**config.mk**
```make
export PLATFORM = sky130hd
export DESIGN_NAME = motor_current_guard
export DESIGN_NICKNAME = d
export VERILOG_FILES = /design/src/rtl/motor_current_guard.sv
export SDC_FILE = /design/constraint.sdc
export NUM_CORES = 1
export LEC_CHECK = 0
export ABC_AREA = 1
export CELL_PAD_IN_SITES_DETAIL_PLACEMENT = 0
export CELL_PAD_IN_SITES_GLOBAL_PLACEMENT = 2
export CORE_MARGIN = 8
export CORE_UTILIZATION = 34
export CTS_BUF_LIST = sky130_fd_sc_hd__clkbuf_16
export DETAILED_ROUTE_END_ITERATION = 10
export PLACE_DENSITY_LB_ADDON = 0.1
export SKIP_LAST_GASP = 1
export SLEW_MARGIN = 20
export SYNTH_ARGS = -nofsm -noshare
export SYNTH_HDL_FRONTEND = slang
export SYNTH_SLANG_ARGS = --single-unit
```
**constraint.sdc**
```tcl
create_clock -name clock -period 2.3 [get_ports clock]
set_clock_uncertainty 0.15 [all_clocks]
set_input_delay 0.46 -clock clock [delete_from_list [all_inputs] [get_ports clock]]
set_output_delay 0.46 -clock clock [all_outputs]
set_load 0.02 [all_outputs]
```
**src/rtl/motor_current_guard.sv**
```systemverilog
// motor_current_guard: over-current guard for the left/right H-bridge drivers.
// Synchronizes and glitch-filters each comparator, trips into a timed cooldown,
// retries a bounded number of times and then latches a lockout until cleared.
// Optional build macro PER_SIDE_INHIBIT_EN: when defined, only the side(s) recorded
// in trip_side are inhibited; when undefined, both sides are inhibited on any fault.
module motor_current_guard #(
    parameter int unsigned FILTER_CYCLES   = 1000,
    parameter int unsigned COOLDOWN_CYCLES = 50000000,
    parameter int unsigned MAX_RETRIES     = 2,
    parameter int unsigned CNT_W           = 26
) (
    input  logic       clock,
    input  logic       reset,
    input  logic       comp_left,
    input  logic       comp_right,
    input  logic       clear,
    output logic       inhibit_left,
    output logic       inhibit_right,
    output logic       current_protection,
    output logic       lockout,
    output logic [1:0] trip_side,
    output logic [1:0] retry_count
);

    localparam int unsigned FW = $clog2(FILTER_CYCLES + 1);
    localparam logic [FW-1:0]    FILT_MAX = FW'(FILTER_CYCLES);
    localparam logic [CNT_W-1:0] COOL_MAX = CNT_W'(COOLDOWN_CYCLES);
    localparam logic [1:0]       MAX_R    = 2'(MAX_RETRIES);

    typedef enum logic [1:0] {StNormal, StTripped, StCooldown, StLockout} state_e;

    // Bit 1 is the left side, bit 0 the right side, matching trip_side.
    logic [1:0]          sync1_q, sync2_q;
    logic [1:0][FW-1:0]  filt_q, filt_d;
    logic [1:0]          trip_q, trip_d;
    state_e              state_q, state_d;
    logic [CNT_W-1:0]    cnt_q, cnt_d, cnt_inc;
    logic [1:0]          retry_q, retry_d;
    logic [1:0]          side_q, side_d;
    logic [1:0]          inh_q, inh_d;
    logic                prot_q, prot_d;
    logic                lock_q, lock_d;

    // Two-flop synchronizers for the asynchronous comparator pins.
    always_ff @(posedge clock) begin
        if (reset) begin
            sync1_q <= '0;
            sync2_q <= '0;
        end else begin
            sync1_q <= {comp_left, comp_right};
            sync2_q <= sync1_q;
        end
    end

    // Per-side run-length filter; the trip strobe is registered off the counter.
    always_comb begin
        for (int i = 0; i < 2; i++) begin
            filt_d[i] = '0;
            // TRIPPED clears and COOLDOWN holds the filters at zero.
            if ((state_q == StNormal || state_q == StLockout) && sync2_q[i]) begin
                filt_d[i] = (filt_q[i] == FILT_MAX) ? filt_q[i] : filt_q[i] + FW'(1);
            end
            trip_d[i] = (state_q == StNormal) && (filt_q[i] == FILT_MAX);
        end
    end

    // FSM next state, shared cooldown/clean-run counter, retry and trip-side tracking.
    always_comb begin
        state_d = state_q;
        cnt_d   = cnt_q;
        retry_d = retry_q;
        side_d  = side_q;
        cnt_inc = cnt_q + CNT_W'(1);
        unique case (state_q)
            StNormal: begin
                if (|trip_q) begin
                    state_d = StTripped;
                    side_d  = trip_q;
                    cnt_d   = '0;
                end else if (cnt_inc == COOL_MAX) begin
                    // A full clean run forgives earlier trips.
                    cnt_d   = '0;
                    retry_d = '0;
                end else begin
                    cnt_d = cnt_inc;
                end
            end
            StTripped: begin
                retry_d = (retry_q == 2'd3) ? 2'd3 : retry_q + 2'd1;
                cnt_d   = '0;
                state_d = (retry_d > MAX_R) ? StLockout : StCooldown;
            end
            StCooldown: begin
                // Exit is unconditional; a persisting fault re-trips through the filter.
                if (cnt_q == COOL_MAX) begin
                    state_d = StNormal;
                    cnt_d   = '0;
                end else begin
                    cnt_d = cnt_inc;
                end
            end
            StLockout: begin
                cnt_d = '0;
                if (clear && (sync2_q == 2'b00)) begin
                    state_d = StNormal;
                    retry_d = '0;
                end
            end
            default: state_d = StNormal;
        endcase
    end

    // Output decode from the next state so the outputs switch on the state edge.
    always_comb begin
        prot_d = (state_d != StNormal);
        lock_d = (state_d == StLockout);
`ifdef PER_SIDE_INHIBIT_EN
        inh_d  = side_d & {2{prot_d}};
`else
        inh_d  = {2{prot_d}};
`endif
    end

    // State, counters and registered outputs.
    always_ff @(posedge clock) begin
        if (reset) begin
            filt_q  <= '0;
            trip_q  <= '0;
            state_q <= StNormal;
            cnt_q   <= '0;
            retry_q <= '0;
            side_q  <= '0;
            inh_q   <= '0;
            prot_q  <= 1'b0;
            lock_q  <= 1'b0;
        end else begin
            filt_q  <= filt_d;
            trip_q  <= trip_d;
            state_q <= state_d;
            cnt_q   <= cnt_d;
            retry_q <= retry_d;
            side_q  <= side_d;
            inh_q   <= inh_d;
            prot_q  <= prot_d;
            lock_q  <= lock_d;
        end
    end

    assign inhibit_left       = inh_q[1];
    assign inhibit_right      = inh_q[0];
    assign current_protection = prot_q;
    assign lockout            = lock_q;
    assign trip_side          = side_q;
    assign retry_count        = retry_q;

endmodule

```
### Word level (Yosys, flattened, before mapping)

Cells that the tools add are included.

| word-level totals | value |
|---|---|
| bits in registers | 61 |
| bits of input ports | 5 |
| output and inout port bits | 8 |
| word-level logic and storage cells | 61 |

| operators by class | value |
|---|---|
| add/sub/neg operators | 4 |
| order comparisons | 1 |
| eq/ne operators | 12 |
| muxes and demuxes | 14 |
| bitwise logic cells | 2 |
| reduce and logical (&&, ||, !) cells | 16 |

Operators by type and width:

| cell | count |
|---|---|
| $mux W26 | 3 |
| $pmux W26 S3 | 1 |
| $eq A26 B26 Y1 const B | 2 |
| $add A26 B1 Y26 const B | 1 |
| $add A10 B1 Y10 const B | 2 |
| $eq A10 B10 Y1 const B | 2 |
| $mux W2 | 7 |
| $eq A2 B2 Y1 const B | 4 |
| $pmux W2 S4 | 1 |
| $reduce_or A2 Y1 | 4 |
| $pmux W2 S3 | 1 |
| $logic_and A1 B1 Y1 | 5 |
| $logic_not A2 Y1 | 2 |
| $ne A2 B1 Y1 const B | 2 |
| $reduce_and A4 Y1 | 1 |
| $reduce_bool A3 Y1 | 1 |
| $add A2 B1 Y2 const B | 1 |
| $eq A2 B1 Y1 const B | 1 |
| $gt A2 B2 Y1 const B | 1 |
| $ne A2 B2 Y1 const B | 1 |
| $not A1 Y1 | 2 |
| $reduce_and A2 Y1 | 1 |
| $reduce_bool A2 Y1 | 1 |
| $logic_or A1 B1 Y1 | 1 |
| $mux W1 | 1 |

### Longest topological paths before layout

| depth | value |
|---|---|
| depth after elaboration | 6 |
| depth in mapped cells | 17 |
| depth with buffers taken out | 17 |

### Worst setup path before layout

OpenSTA, ideal clock, no wires.

| timing | value |
|---|---|
| path type | reg2reg |
| from | register cnt_q[0] |
| to | register cnt_q[16] |
| setup time | 0.119 ns |
| arrival | 1.778 ns |
| required time | 2.031 ns |
| setup slack | 0.253 ns |
| stages on the path, launching flop included | 16 |
| path buffers | 1 |
| clock period less this slack | 2.047 ns |
| cell sequence | dfxtp_1 -> ha_1 -> nand2_2 -> nor2_8 -> nand2_2 -> nor2_2 -> nand2_1 -> nand2_1 -> nand2_1 -> nor2_1 -> nand2_1 -> nor2_1 -> nand3_2 -> nand3_4 -> buf_6 -> nor2_1 |

| between the ends | value |
|---|---|
| longest elaborated chain between the ends | 5 |
| elaborated cells on any way between the ends | 7 |
| classes of those cells | add/sub (1); eq/ne (2); mux (4) |

Ends and longest elaborated chain:

| item | RTL line | text |
|---|---|---|
| start: declaration | 37 | `logic [CNT_W-1:0] cnt_q, cnt_d, cnt_inc;` |
| start signal: assignment | 140 | `cnt_q <= cnt_d;` |
| $add A26 B1 Y26 | 73 | `cnt_inc = cnt_q + CNT_W'(1);` |
| $eq A26 B26 Y1 | 80 | `end else if (cnt_inc == COOL_MAX) begin` |
| $mux W26 | 80 |  |
| $mux W26 | 76 | `if (\|trip_q) begin` |
| $pmux W26 S3 * | 74 | `unique case (state_q)` |

Mark *: on every way between the ends. The rest lies on a longest branch, timed or not.
A chain may end at the register's enable or synchronous reset.

### Worst setup path after layout

| timing | value |
|---|---|
| from | register cnt_q[0] |
| to | register cnt_q[6] |

The elaborated chain is that of the path after synthesis.

==> run summary <==
status: complete, no violations
half-perimeter wire length after detailed placement: 6299 um
GRT Total Usage: 13.15%
total power: 0.003029 W
Startpoint Class: flip-flop
Die ar.: 12790 sq um
Routed Antenna Nets: 0
Area Growth Syn to Fin: 29.48%
Util after Layout: 45.12%
fmax: 450.6 MHz
number of vias per cell: 4.734
max-slew violation count: 0
Overflow after GRT: 0
Placed Instances: 624
num rows: 35
Syn Inst Count: 482
antenna cells: 0
DR DRC count: 0
post-synthesis average cell area: 6.648 sq um
Initial Util: 34.84%
Max FO, Critical Path: 9
dpl cell area: 3636 sq um
pwr/cell area: 730.2 nW/um^2
Worst-Skew Late Latency: 0.32 ns
vias in the first global route: 2938
most frequent cells in the layout: nand2_1 (111), inv_1 (75), nor2_1 (56)
post-route minimum period: 2.219 ns
Core Region: 9196 sq um
Tcrit/Tclk final: 96.49%
clock buffer depth: 2
first-pass iteration count of the detailed router: 4
Ys Warns: 0
CTS Sinks: 60
first-pass GRT wire length: 13610 um
Final Hold Fails: 0
Max-cap violations: 0
flops & latches, synth: 60
syn_nets: 498
Final Cell Area: 4149 sq um
largest net degree at the start of global routing: 11
commonest non-fill, non-tap cell in the layout: nand2_1
DR iter-0 viols: 104
Worst Tran Pin Value: 0.5485 ns
Worst-path clk slew: 0.06 ns
worst hold stages: 2
reg2reg path depth: 15
mapped cell area: 3204 sq um
Placer Congestion: 0.8405
num ports: 13
Vias: 3039
TritonCTS Buffers: 9
leakage: 1.623 nW
fin cells: 642
CP required: 2.36 ns
PortBufs: 12
sequential fraction of the synthesis area: 37.49%
Root Buffer: clkbuf_16
initial antenna violation count: 0
H-tree depth: 3
TritonCTS clock tree: built
CP Data Arrival Time: 2.28 ns
Final #Nets: 543
Hold Path Class: reg -> reg
cts hold-fix bufs: 0
Peak VDD IR: 0.4385 mV
proportion of layout cells with a drive suffix above 1: 16.38%
Worst slew margin: 63.09%
Die Ht: 113.1 um
Setup violations, final: 0
Final WS setup: 0.08081 ns
Netlist cell types: 30
Fillers: 965
RSZ-0062 raised after global routing: true
Die W: 113.1 um
post-detailed-routing wire length: 8112 um
routed length per placed instance: 12.64 um
Setup WS pre-CTS: 0.008539 ns
Setup Crit Path Kind: reg -> reg
element type at the critical path end: flip-flop
## cells in the mapped netlist
cell      instances  share of area, %
nor2_8            1              0.62
nand4_1           9               1.8
nor2_2            2              0.39
buf_4             2              0.47
nand3_2           1              0.31
o211ai_1          1              0.23
o21ai_0          17               2.7
a211oi_1          3              0.70
nor2_1           73               8.6
nand2_2           4              0.78
nor4_1            5              0.98
o31ai_1           1              0.23
buf_6             1              0.35
nand3_1          34               5.3
ha_1             11               4.3
clkbuf_1          1              0.12
inv_1            75               8.8
a21oi_1          34               5.3
nor2_4            3               1.1
nor3_1           12               1.9
xnor2_1           1              0.27
o21bai_1          3              0.70
dfxtp_1          60                37
and2_1            1              0.20
nor3b_1           2              0.47
nand2_1         118                14
buf_8             1              0.47
xor2_1            2              0.55
nand3_4           1              0.55
nand3b_1          3              0.70
## registers in the layout, indices dropped and copies added, names as in the netlist
name                cells
sync2_q                 2
cnt_q                  26
trip_q                  2
lockout                 1
current_protection      1
retry_count             2
sync1_q                 2
state_q                 2
filt_q                 20
trip_side               2
## path summary, 6_finish.rpt
path	slack [ns]	endpoint	from
setup / recovery	0.08	cnt_q[6]	cnt_q[0]
hold reg to reg	0.26	sync2_q[0]	sync1_q[0]
hold / removal	0.26	sync2_q[0]	sync1_q[0]
setup reg to reg	0.08	cnt_q[6]	cnt_q[0]
## final cells by class
cell class,instances,area [sq um],share of cell area [%]
multi-input combinational,342,1837,44.27
sequential,60,1211,29.19
timing repair buffer,39,375.4,9.047
inverter,75,281.5,6.785
clock buffer,9,225.2,5.428
tap,111,138.9,3.347
clock inverter,6,80.08,1.930
## through the flow
stage | hold slack [ns] | setup TNS (ns)
global route | 0.2950 | -1.947
detailed placement | 0.2492 | 0
floorplan | 0.2383 | 0
global placement | 0.2448 | 0
CTS | 0.2654 | 0
finish | 0.2610 | 0
## layer usage
metal	wire length, um	track usage, %	vias up
met5	0	0	-
met4	135	5.062	0
met3	292	3.727	15
met2	3703	21.35	41
met1	3980	16.10	1353
li1	-	-	1630
## cells by family after synthesis
logic type / Yosys count / synth area share, %
adders and majority gates: 11 / 4.295
buffers and inverters: 80 / 10.19
and+or+nand+nor: 269 / 37.37
AOI/OAI and AO/OA: 59 / 9.840
DFF: 60 / 37.49
xor gates and xnor gates: 3 / 0.8201
## power breakdown
part,internal [W],switching (W),leakage [nW]
combinational,0.000216,0.000263,0.989
sequential,0.00109,0.0000514,0.488
clock,0.000932,0.000474,0.146
## worst max-delay path, stage by stage (launching register included)
cell and delay [ns]:
dfxtp_2 0.36, ha_4 0.15, nand2_4 0.07, nor2_8 0.19, nand2_4 0.09, nand2_1 0.08, nand2_1 0.08, nor2_2 0.11
nand2_1 0.06, nor2_1 0.09, nand2_1 0.11, nor2_4 0.15, nand3_2 0.10, nand3_4 0.12, buf_12 0.14, a21oi_1 0.05
## timing repair
item / CTS / global route
hold endpoints to repair: 0 / 0
gates resized for setup: 1 / 55
buffers inserted: 0 / 3
endpoints found under the setup margin: 1 / 27
pin swaps: 0 / 10
Power figures use the tool's default switching activity.
